<file path="config.mk">
export PLATFORM = sky130hd
export DESIGN_NAME = adder_share_ctrl
export DESIGN_NICKNAME = d
export VERILOG_FILES = /design/src/rtl/adder_ctrl_pkg.sv /design/src/rtl/rca_nbit.sv /design/src/rtl/adder_share_ctrl.sv
export SDC_FILE = /design/constraint.sdc
export NUM_CORES = 1
export LEC_CHECK = 0
export ABC_AREA = 1
export BUFFER_PORTS_ARGS = -buffer_cell sky130_fd_sc_hd__buf_4
export CORE_MARGIN = 2
export CORE_UTILIZATION = 47
export CTS_BUF_LIST = sky130_fd_sc_hd__clkbuf_4 sky130_fd_sc_hd__clkbuf_8 sky130_fd_sc_hd__clkbuf_16
export DETAILED_ROUTE_END_ITERATION = 16
export MAX_ROUTING_LAYER = met4
export PLACE_DENSITY_LB_ADDON = 0.3
export SYNTH_ARGS = -nofsm -noshare
export SYNTH_HDL_FRONTEND = slang
export SYNTH_HIERARCHICAL = 1
export SYNTH_SLANG_ARGS = --single-unit
</file>
<file path="constraint.sdc">
create_clock -name clk -period 7.4 [get_ports clk]
set_clock_uncertainty 0.2 [all_clocks]
set_input_delay 1.11 -clock clk [delete_from_list [all_inputs] [get_ports clk]]
set_output_delay 1.11 -clock clk [all_outputs]
set_load 0.03 [all_outputs]
</file>
<file path="src/rtl/adder_ctrl_pkg.sv">
// Shared definitions for the chunk-serial shared-adder controller.
package adder_ctrl_pkg;

  typedef enum logic [1:0] {
    IDLE = 2'd0,
    ADD  = 2'd1,
    DONE = 2'd2
  } state_t;

  localparam int unsigned DEF_W      = 16;
  localparam int unsigned DEF_CHUNKS = 4;

  // Full operand width for a given chunk width and chunk count.
  function automatic int unsigned op_w(input int unsigned w, input int unsigned chunks);
    return w * chunks;
  endfunction

  // Chunk counter width; at least one bit even for a single chunk.
  function automatic int unsigned cnt_w(input int unsigned chunks);
    return (chunks > 1) ? int'($clog2(chunks)) : 1;
  endfunction

  localparam int unsigned OP_W  = op_w(DEF_W, DEF_CHUNKS);
  localparam int unsigned CNT_W = cnt_w(DEF_CHUNKS);

endpackage

</file>
<file path="src/rtl/rca_nbit.sv">
// n-bit ripple-carry adder used as the shared chunk adder.
module rca_nbit #(
  parameter int n = 16
) (
  input  logic [n-1:0] a,
  input  logic [n-1:0] b,
  input  logic         cin,
  output logic [n-1:0] s,
  output logic         cout
);

  // Bit-serial carry ripple from LSB to MSB.
  always_comb begin : ripple
    logic carry;
    carry = cin;
    s     = '0;
    for (int unsigned i = 0; i < n; i++) begin
      s[i]  = a[i] ^ b[i] ^ carry;
      carry = (a[i] & b[i]) | (carry & (a[i] ^ b[i]));
    end
    cout = carry;
  end

endmodule

</file>
<file path="src/rtl/adder_share_ctrl.sv">
// Two-requester controller sharing one chunk adder for wide chunk-serial additions.
module adder_share_ctrl
  import adder_ctrl_pkg::*;
#(
  parameter int unsigned W      = 16,
  parameter int unsigned CHUNKS = 4
) (
  input  logic                  clk,
  input  logic                  rst_n,
  input  logic                  req0_valid,
  output logic                  req0_ready,
  input  logic [W*CHUNKS-1:0]   req0_x,
  input  logic [W*CHUNKS-1:0]   req0_y,
  input  logic                  req0_cin,
  input  logic                  req1_valid,
  output logic                  req1_ready,
  input  logic [W*CHUNKS-1:0]   req1_x,
  input  logic [W*CHUNKS-1:0]   req1_y,
  input  logic                  req1_cin,
  output logic                  rsp_valid,
  input  logic                  rsp_ready,
  output logic                  rsp_id,
  output logic [W*CHUNKS-1:0]   rsp_s,
  output logic                  rsp_cout
);

  localparam int unsigned OPW = op_w(W, CHUNKS);
  localparam int unsigned CW  = cnt_w(CHUNKS);
  localparam logic [CW-1:0] CNT_LAST = CW'(CHUNKS - 1);

  state_t           state;
  logic             last;
  logic [CW-1:0]    cnt;
  logic             carry;
  logic [OPW-1:0]   x_r;
  logic [OPW-1:0]   y_r;
  logic             grant;
  logic [W-1:0]     add_a;
  logic [W-1:0]     add_b;
  logic [W-1:0]     add_s;
  logic             add_co;

  // Round-robin grant: a lone requester wins; on contention the one not served last wins.
  always_comb begin
    grant = 1'b0;
    if (req0_valid && req1_valid) grant = ~last;
    else                          grant = req1_valid;
  end

  assign req0_ready = (state == IDLE) && req0_valid && !grant;
  assign req1_ready = (state == IDLE) && req1_valid &&  grant;

  // Select the current chunk of the latched operands for the shared adder.
  always_comb begin
    add_a = '0;
    add_b = '0;
    for (int unsigned k = 0; k < CHUNKS; k++) begin
      if (cnt == CW'(k)) begin
        add_a = x_r[k*W +: W];
        add_b = y_r[k*W +: W];
      end
    end
  end

  rca_nbit #(.n(W)) u_rca (
    .a    (add_a),
    .b    (add_b),
    .cin  (carry),
    .s    (add_s),
    .cout (add_co)
  );

  // Controller FSM: accept, add chunks LSB first, then hold the response until taken.
  always_ff @(posedge clk or negedge rst_n) begin
    if (!rst_n) begin
      state     <= IDLE;
      last      <= 1'b1;
      cnt       <= '0;
      carry     <= 1'b0;
      x_r       <= '0;
      y_r       <= '0;
      rsp_valid <= 1'b0;
      rsp_s     <= '0;
      rsp_cout  <= 1'b0;
      rsp_id    <= 1'b0;
    end else begin
      case (state)
        IDLE: begin
          if (req0_ready || req1_ready) begin
            x_r    <= grant ? req1_x   : req0_x;
            y_r    <= grant ? req1_y   : req0_y;
            carry  <= grant ? req1_cin : req0_cin;
            rsp_id <= grant;
            last   <= grant;
            cnt    <= '0;
            state  <= ADD;
          end
        end
        ADD: begin
          // Sum chunks land directly in rsp_s; rsp_valid stays low until all are written.
          for (int unsigned k = 0; k < CHUNKS; k++) begin
            if (cnt == CW'(k)) rsp_s[k*W +: W] <= add_s;
          end
          carry <= add_co;
          if (cnt == CNT_LAST) begin
            cnt       <= '0;
            rsp_cout  <= add_co;
            rsp_valid <= 1'b1;
            state     <= DONE;
          end else begin
            cnt <= cnt + CW'(1);
          end
        end
        DONE: begin
          if (rsp_ready) begin
            rsp_valid <= 1'b0;
            state     <= IDLE;
          end
        end
        default: state <= IDLE;
      endcase
    end
  end

endmodule

</file>
# Word level (Yosys, flattened, before mapping)

Index checks and enable logic that the tools add are counted.

Add/sub/neg operators: 1
$mul: 0
Divide/modulo/power cells: 0
Order comparisons: 0
Equality and inequality tests: 8
Shift operators: 0
Muxes and demuxes: 24
Bitwise operators: 81
Reduce and logical (&&, ||, !) cells: 19

Operators with widths:

| operator                                      | number |
|---|---|
| two-way mux 16 bit                            | 8 |
| two-way mux 64 bit                            | 2 |
| bitwise AND 1 bit                             | 32 |
| bitwise XOR 1 bit                             | 32 |
| OR 1 bit                                      | 16 |
| AND reduction 2 bit                           | 6 |
| two-way mux 2 bit                             | 5 |
| == test 2 bit, second input constant          | 3 |
| case mux 2 bit (3 select lines)               | 1 |
| AND reduction 3 bit                           | 2 |
| logical AND 1 bit                             | 5 |
| two-way mux 1 bit                             | 5 |
| == test 2 x 1 -> 1 bit, second input constant | 2 |
| zero test 2 bit                               | 2 |
| != test 2 bit, second input constant          | 2 |
| case mux 1 bit (2 select lines)               | 2 |
| case mux 2 bit (2 select lines)               | 1 |
| nonzero test 2 bit                            | 2 |
| adder 2 x 1 -> 2 bit, second input constant   | 1 |
| != test 2 x 1 -> 1 bit, second input constant | 1 |
| zero test 1 bit                               | 1 |
| logical OR 1 bit                              | 1 |
| NOT 1 bit                                     | 1 |

Register bits: 201
Bits in latches: 0
Bits in writable memories: 0
Memory bits (read-only): 0
Bits of input ports: 263
Memories kept: 0

# Logic depth before layout (Yosys ltp)

Depth after elaboration: 39
Depth in mapped cells: 33
Gate-level depth less buffers: 32

# By module

The synthesis kept the hierarchy.

By module, submodules not included:

| module           | instances | cells an instance | area each (µm²) | sequential area each (µm²) |
|---|---|---|---|---|
| adder_share_ctrl | 1         | 1463              | 10401.2         | 5031.1 |
| rca_nbit         | 1         | 26                | 357.8           | 0.0 |

# Worst setup path after synthesis

OpenSTA, ideal clock, no wires.

Path type: reg-to-reg
From: register cnt[0]
To: register rsp_s[15]
Setup time: 0.083 ns
Data arrival time: 7.639 ns
Required time: 7.117 ns
Path slack: -0.521 ns
Stages on the path, launching flop included: 30
Buffers on the path: 2
Clock period less this slack: 7.921 ns
Cells stage by stage: dfrtp_1 > inv_1 > ha_1 > clkbuf_1 > inv_1 > clkbuf_1 > o211ai_1 > nand2_1 > fa_1 > inv_1 > fa_1 > inv_1 > fa_1 > fa_1 > fa_1 > fa_1 > fa_1 > fa_1 > fa_1 > fa_1 > fa_1 > fa_1 > fa_1 > fa_1 > fa_1 > inv_1 > fa_1 > inv_1 > inv_1 > o21ai_0

Cells in the longest elaborated chain, start to end: 37
Elaborated cells between the ends (all ways): 75
Classes of those cells: eq/ne (3); mux (8); bitwise (62); reduce/logical (2)

RTL lines:

| what                            | line                    | text |
|---|---|---|
| from (decl)                     | adder_share_ctrl.sv:33  | `logic [CW-1:0] cnt;` |
| from (signal assigned)          | adder_share_ctrl.sv:111 | `cnt <= cnt + CW'(1);` |
| zero test 2 bit                 | adder_share_ctrl.sv:58  | `if (cnt == CW'(k)) begin` |
| two-way mux 16 bit (3 in a row) | adder_share_ctrl.sv:58  |  |
| two-way mux 16 bit *            | adder_share_ctrl.sv:58  |  |
| via add_a[0]                    | adder_share_ctrl.sv:38  | `logic [W-1:0] add_a;` |
| bitwise XOR 1 bit               | rca_nbit.sv:19          | `carry = (a[i] & b[i]) \| (carry & (a[i] ^ b[i]));` |
| bitwise AND 1 bit               | rca_nbit.sv:19          |  |
| OR 1 bit *                      | rca_nbit.sv:19          |  |
| bitwise AND 1 bit *             | rca_nbit.sv:19          |  |
| [... 21 more ...]               | --                      |  |
| bitwise AND 1 bit *             | rca_nbit.sv:19          |  |
| OR 1 bit *                      | rca_nbit.sv:19          |  |
| bitwise AND 1 bit *             | rca_nbit.sv:19          |  |
| OR 1 bit *                      | rca_nbit.sv:19          |  |
| bitwise AND 1 bit *             | rca_nbit.sv:19          |  |
| OR 1 bit *                      | rca_nbit.sv:19          |  |
| bitwise XOR 1 bit *             | rca_nbit.sv:18          | `s[i] = a[i] ^ b[i] ^ carry;` |
| via add_s[15]                   | adder_share_ctrl.sv:40  | `logic [W-1:0] add_s;` |
| to (signal, indexed assignment) | adder_share_ctrl.sv:102 | `if (cnt == CW'(k)) rsp_s[k*W +: W] <= add_s;` |
| to (decl)                       | adder_share_ctrl.sv:23  | `output logic [W*CHUNKS-1:0] rsp_s,` |

Mark *: on every way through the listed nets, which the timed path passes. The rest lies on a longest branch.
A chain may end at the register's enable or synchronous reset.

# Final worst setup path

From: register cnt[0]
To: register rsp_s[31]

Same word-level chain as after synthesis.

==> metrics.txt <==
# TYPE chip_impl_metric gauge
chip_impl_info{name="critical_path.endpoint_type",value="flip-flop"} 1
chip_impl_info{name="synth_area_leaders",value="sky130_fd_sc_hd__dfrtp_1 47%, sky130_fd_sc_hd__nand2_1 30%, sky130_fd_sc_hd__nand3_1 6.1%"} 1
chip_impl_metric{name="placement.io_buffers",unit=""} 331
chip_impl_metric{name="maximum_fanout_along_the_worst_path",unit=""} 5
chip_impl_metric{name="fillers",unit=""} 2084
chip_impl_metric{name="netlist_area",unit="mm2"} 0.0108
chip_impl_metric{name="postLayoutCoreUtil",unit="%"} 62.1
chip_impl_metric{name="synthesis.area_per_instance",unit="um2"} 7.23
chip_impl_metric{name="firstDrtPassIters",unit=""} 5
chip_impl_metric{name="synthesis.nets",unit=""} 1772
chip_impl_metric{name="synth_cell_types",unit=""} 23
chip_impl_metric{name="finalCritPeriodShare",unit="%"} 100
chip_impl_metric{name="power",unit="mW"} 6.50
chip_impl_metric{name="report.final.slew_viol_count",unit=""} 0
chip_impl_metric{name="total_leakage_power",unit="nW"} 7.91
chip_impl_metric{name="clk_latency",unit="ps"} 490
chip_impl_metric{name="vias",unit=""} 10700
chip_impl_metric{name="worst_path_largest_cell_delay",unit="ps"} 430
chip_impl_metric{name="ys_seq_area_share",unit="%"} 46.8
chip_impl_metric{name="worst-endpoint-arrival",unit="ps"} 7600
chip_impl_metric{name="remaining_drc_errors",unit=""} 0
chip_impl_metric{name="cts_buffer_depth",unit=""} 3
chip_impl_info{name="synth-main-ff-cell",value="sky130_fd_sc_hd__dfrtp_1"} 1
chip_impl_metric{name="final_design_area_no_fill",unit="mm2"} 0.0140
chip_impl_metric{name="htree_num_levels",unit=""} 1
chip_impl_metric{name="dp.final_hpwl",unit="mm"} 23.6
chip_impl_info{name="yosys.area.top_type",value="sky130_fd_sc_hd__dfrtp_1"} 1
chip_impl_metric{name="postRouteAntennaNets",unit=""} 0
chip_impl_metric{name="synth-edff-count",unit=""} 0
chip_impl_metric{name="pin_count_of_the_biggest_net_entering_global_routing",unit=""} 127
chip_impl_metric{name="die-height",unit="um"} 155
chip_impl_metric{name="layout_cell_share_with_drive_strength_beyond_1",unit="%"} 24.3
chip_impl_metric{name="floorplan.initialDensity",unit="%"} 47.7
chip_impl_metric{name="async_sr_flop_fraction",unit="%"} 100
chip_impl_metric{name="vias_in_the_first_global_route",unit=""} 9975
chip_impl_info{name="run_status",value="complete, but fails checks"} 1
chip_impl_metric{name="grt_use_total",unit="%"} 27.0
chip_impl_metric{name="grt_antenna_before_repair",unit=""} 0
chip_impl_metric{name="timing.max_cap.violations",unit=""} 0
chip_impl_metric{name="finalSetupViolCount",unit=""} 1
chip_impl_metric{name="overflow",unit=""} 0
chip_impl_metric{name="power_density",unit="mW/mm2"} 463
chip_impl_metric{name="dr.first_iter.drc_count",unit=""} 838
chip_impl_metric{name="fin_crit_period",unit="ps"} 7410
chip_impl_metric{name="core",unit="mm2"} 0.0226
chip_impl_info{name="critPathLaunchType",value="flip-flop"} 1
chip_impl_metric{name="tightest_slew",unit="ps"} 1060
chip_impl_metric{name="finalNetCount",unit=""} 2047
chip_impl_info{name="holdCritPathClass",value="flip-flop to flip-flop"} 1
chip_impl_info{name="cts_tree",value="built"} 1
chip_impl_metric{name="antenna_cells_inserted",unit=""} 0
chip_impl_metric{name="peakVddDrop",unit="mV"} 0.231
chip_impl_metric{name="regArea",unit="mm2"} 0.00503
chip_impl_metric{name="critPathRequiredTime",unit="ps"} 7590
chip_impl_metric{name="slew_headroom",unit="%"} 29.2
chip_impl_info{name="synth_most_common_cell",value="sky130_fd_sc_hd__nand2_1"} 1
chip_impl_metric{name="synthesized_flop_and_latch_total",unit=""} 201
chip_impl_metric{name="timing.final.hold_violations",unit=""} 0
chip_impl_metric{name="multiInputGateArea",unit="mm2"} 0.00515
chip_impl_info{name="netlist_top_cells_count",value="850 x sky130_fd_sc_hd__nand2_1, 200 x sky130_fd_sc_hd__dfrtp_1, 132 x sky130_fd_sc_hd__nand3_1"} 1
chip_impl_metric{name="syn_to_final_growth",unit="%"} 30.3
chip_impl_metric{name="fmax",unit="MHz"} 135
chip_impl_metric{name="cts_buffers",unit=""} 21
chip_impl_metric{name="row_count",unit=""} 55
chip_impl_info{name="most_repeated_library_cell_on_the_critical_path",value="sky130_fd_sc_hd__fa_2"} 1
chip_impl_metric{name="synthesized_netlist_cell_count",unit=""} 1489
chip_impl_metric{name="cts_hold_buf",unit=""} 0
chip_impl_metric{name="dieArea",unit="mm2"} 0.0241
chip_impl_metric{name="detailed_place.area",unit="mm2"} 0.0133
chip_impl_metric{name="io_count",unit=""} 332
chip_impl_metric{name="grt_pass1_wl",unit="mm"} 51.3
chip_impl_metric{name="whs",unit="ps"} 284
chip_impl_metric{name="final_ws_setup",unit="ps"} -13.8
chip_impl_info{name="cp_slowest_cell",value="sky130_fd_sc_hd__dfrtp_1"} 1
chip_impl_metric{name="total_number_of_yosys_warnings",unit=""} 6
chip_impl_metric{name="drt_wirelength",unit="mm"} 32.4
chip_impl_info{name="violated_checks",value="setup timing"} 1
chip_impl_metric{name="chipWidth",unit="um"} 155
chip_impl_metric{name="routed_via_density",unit=""} 5.17
chip_impl_info{name="cts_root_buffer",value="sky130_fd_sc_hd__clkbuf_16"} 1
chip_impl_metric{name="post-synth-top-area-fraction",unit="%"} 46.5
chip_impl_info{name="crit_type",value="flip-flop to flip-flop"} 1
chip_impl_metric{name="worst_setup_hold_path_clk_slew",unit="ps"} 60
chip_impl_metric{name="cts_sinks",unit=""} 201
chip_impl_metric{name="post_drt_wl_per_cell",unit="um"} 15.7
chip_impl_metric{name="tns_setup",unit="ps"} -13.8
chip_impl_metric{name="place_congestion",unit=""} 0.940
chip_impl_info{name="setup_repair_after_global_routing_missed_its_margin",value="yes"} 1
## placed cells by master, fill, tap and decap left out
cell type	instances
sky130_fd_sc_hd__nor2_1	2
sky130_fd_sc_hd__o21ai_0	63
sky130_fd_sc_hd__nor2_2	1
sky130_fd_sc_hd__clkinv_2	6
sky130_fd_sc_hd__clkbuf_4	5
sky130_fd_sc_hd__clkbuf_8	6
sky130_fd_sc_hd__nand2_2	1
sky130_fd_sc_hd__nand2_1	849
sky130_fd_sc_hd__inv_2	9
sky130_fd_sc_hd__o211ai_1	32
sky130_fd_sc_hd__o31ai_1	2
sky130_fd_sc_hd__inv_4	2
sky130_fd_sc_hd__clkbuf_16	21
sky130_fd_sc_hd__a21oi_1	30
sky130_fd_sc_hd__dfstp_2	1
sky130_fd_sc_hd__nand2_4	4
sky130_fd_sc_hd__or2_1	1
sky130_fd_sc_hd__nand3_1	132
sky130_fd_sc_hd__inv_1	28
sky130_fd_sc_hd__fa_2	15
sky130_fd_sc_hd__ha_4	3
sky130_fd_sc_hd__a31oi_1	1
sky130_fd_sc_hd__fa_1	1
sky130_fd_sc_hd__dfrtp_1	200
sky130_fd_sc_hd__buf_4	354
sky130_fd_sc_hd__o21ai_1	4
sky130_fd_sc_hd__a21oi_2	2
sky130_fd_sc_hd__ha_1	1
sky130_fd_sc_hd__nor2_4	2
## state kept, by name, summed over array words and instances (netlist names)
register and count:
carry 1, x_r 64, rsp_id 1, y_r 64, state 2, rsp_s 64
last 1, cnt 2, rsp_valid 1, rsp_cout 1
## cell families (layout without fill, tap and decap cells)
logic type,after synthesis,count (layout),share of synthesized area [%]
fa+ha+maj,20,20,3.44
simple gates,992,992,36.4
buf+inv,142,431,6.41
flops,201,201,46.8
compound gates,134,134,7.04
## routing by layer
| layer | global-route usage, % | wire, um |
|---|---|---|
| met5 | - | 0 |
| met2 | 41.6 | 14900 |
| met3 | 4.15 | 2430 |
| met4 | 6.07 | 714 |
| met1 | 38.1 | 14400 |
## area by class of cell
type | count | area share [%]
clock buffer | 31 | 4.51
multi-input combinational | 1146 | 36.7
tap | 285 | 2.54
clock inverter | 6 | 0.214
timing repair buffer | 355 | 19.0
inverter | 39 | 1.08
sequential | 201 | 35.9
## power breakdown
part	leakage (nW)	internal (mW)	total (mW)	switching [mW]
Combinational	5.05	1.22	3.51	2.29
Clock	0.341	0.591	1.01	0.421
Sequential	2.52	1.63	1.98	0.350
Total	7.91	3.44	6.50	3.06
## worst max-delay path, delay by kind of cell, from the launching register on
family | cells | cell delay [ps]
AND/OR/NAND/NOR | 2 | 170
adder cells (fa/ha/maj) | 17 | 5800
AO/OA/AOI/OAI | 3 | 330
buffers and inverters | 6 | 400
flip-flops | 1 | 430
## timing repair
action,4_1_cts,5_1_grt
buffers inserted,3,2
gates resized for setup,16,11
setup endpoints to repair,6,5
pin swaps,2,3
## stage by stage
step / cells / setup WS (ps)
detailed placement: 2022 / -306
finish: 2063 / -13.8
global placement: 2022 / -123
floorplan: 1489 / 19.2
global route: 2063 / -191
CTS: 2062 / -22.3
## path summary, 6_finish.rpt
kind / start / end / slack [ps] / depth (start not counted)
worst max register to register: cnt[0] / rsp_s[31] / -10 / 28
min in group asynchronous: rst_n / rsp_s[16] / 580 / 1
worst max-delay path: cnt[0] / rsp_s[31] / -10 / 28
max in group asynchronous: rst_n / rsp_valid / 4880 / 2
worst min register to register: rsp_valid / rsp_valid / 280 / 2
worst min-delay path: rsp_valid / rsp_valid / 280 / 2
(Power assumes the default switching activity.)
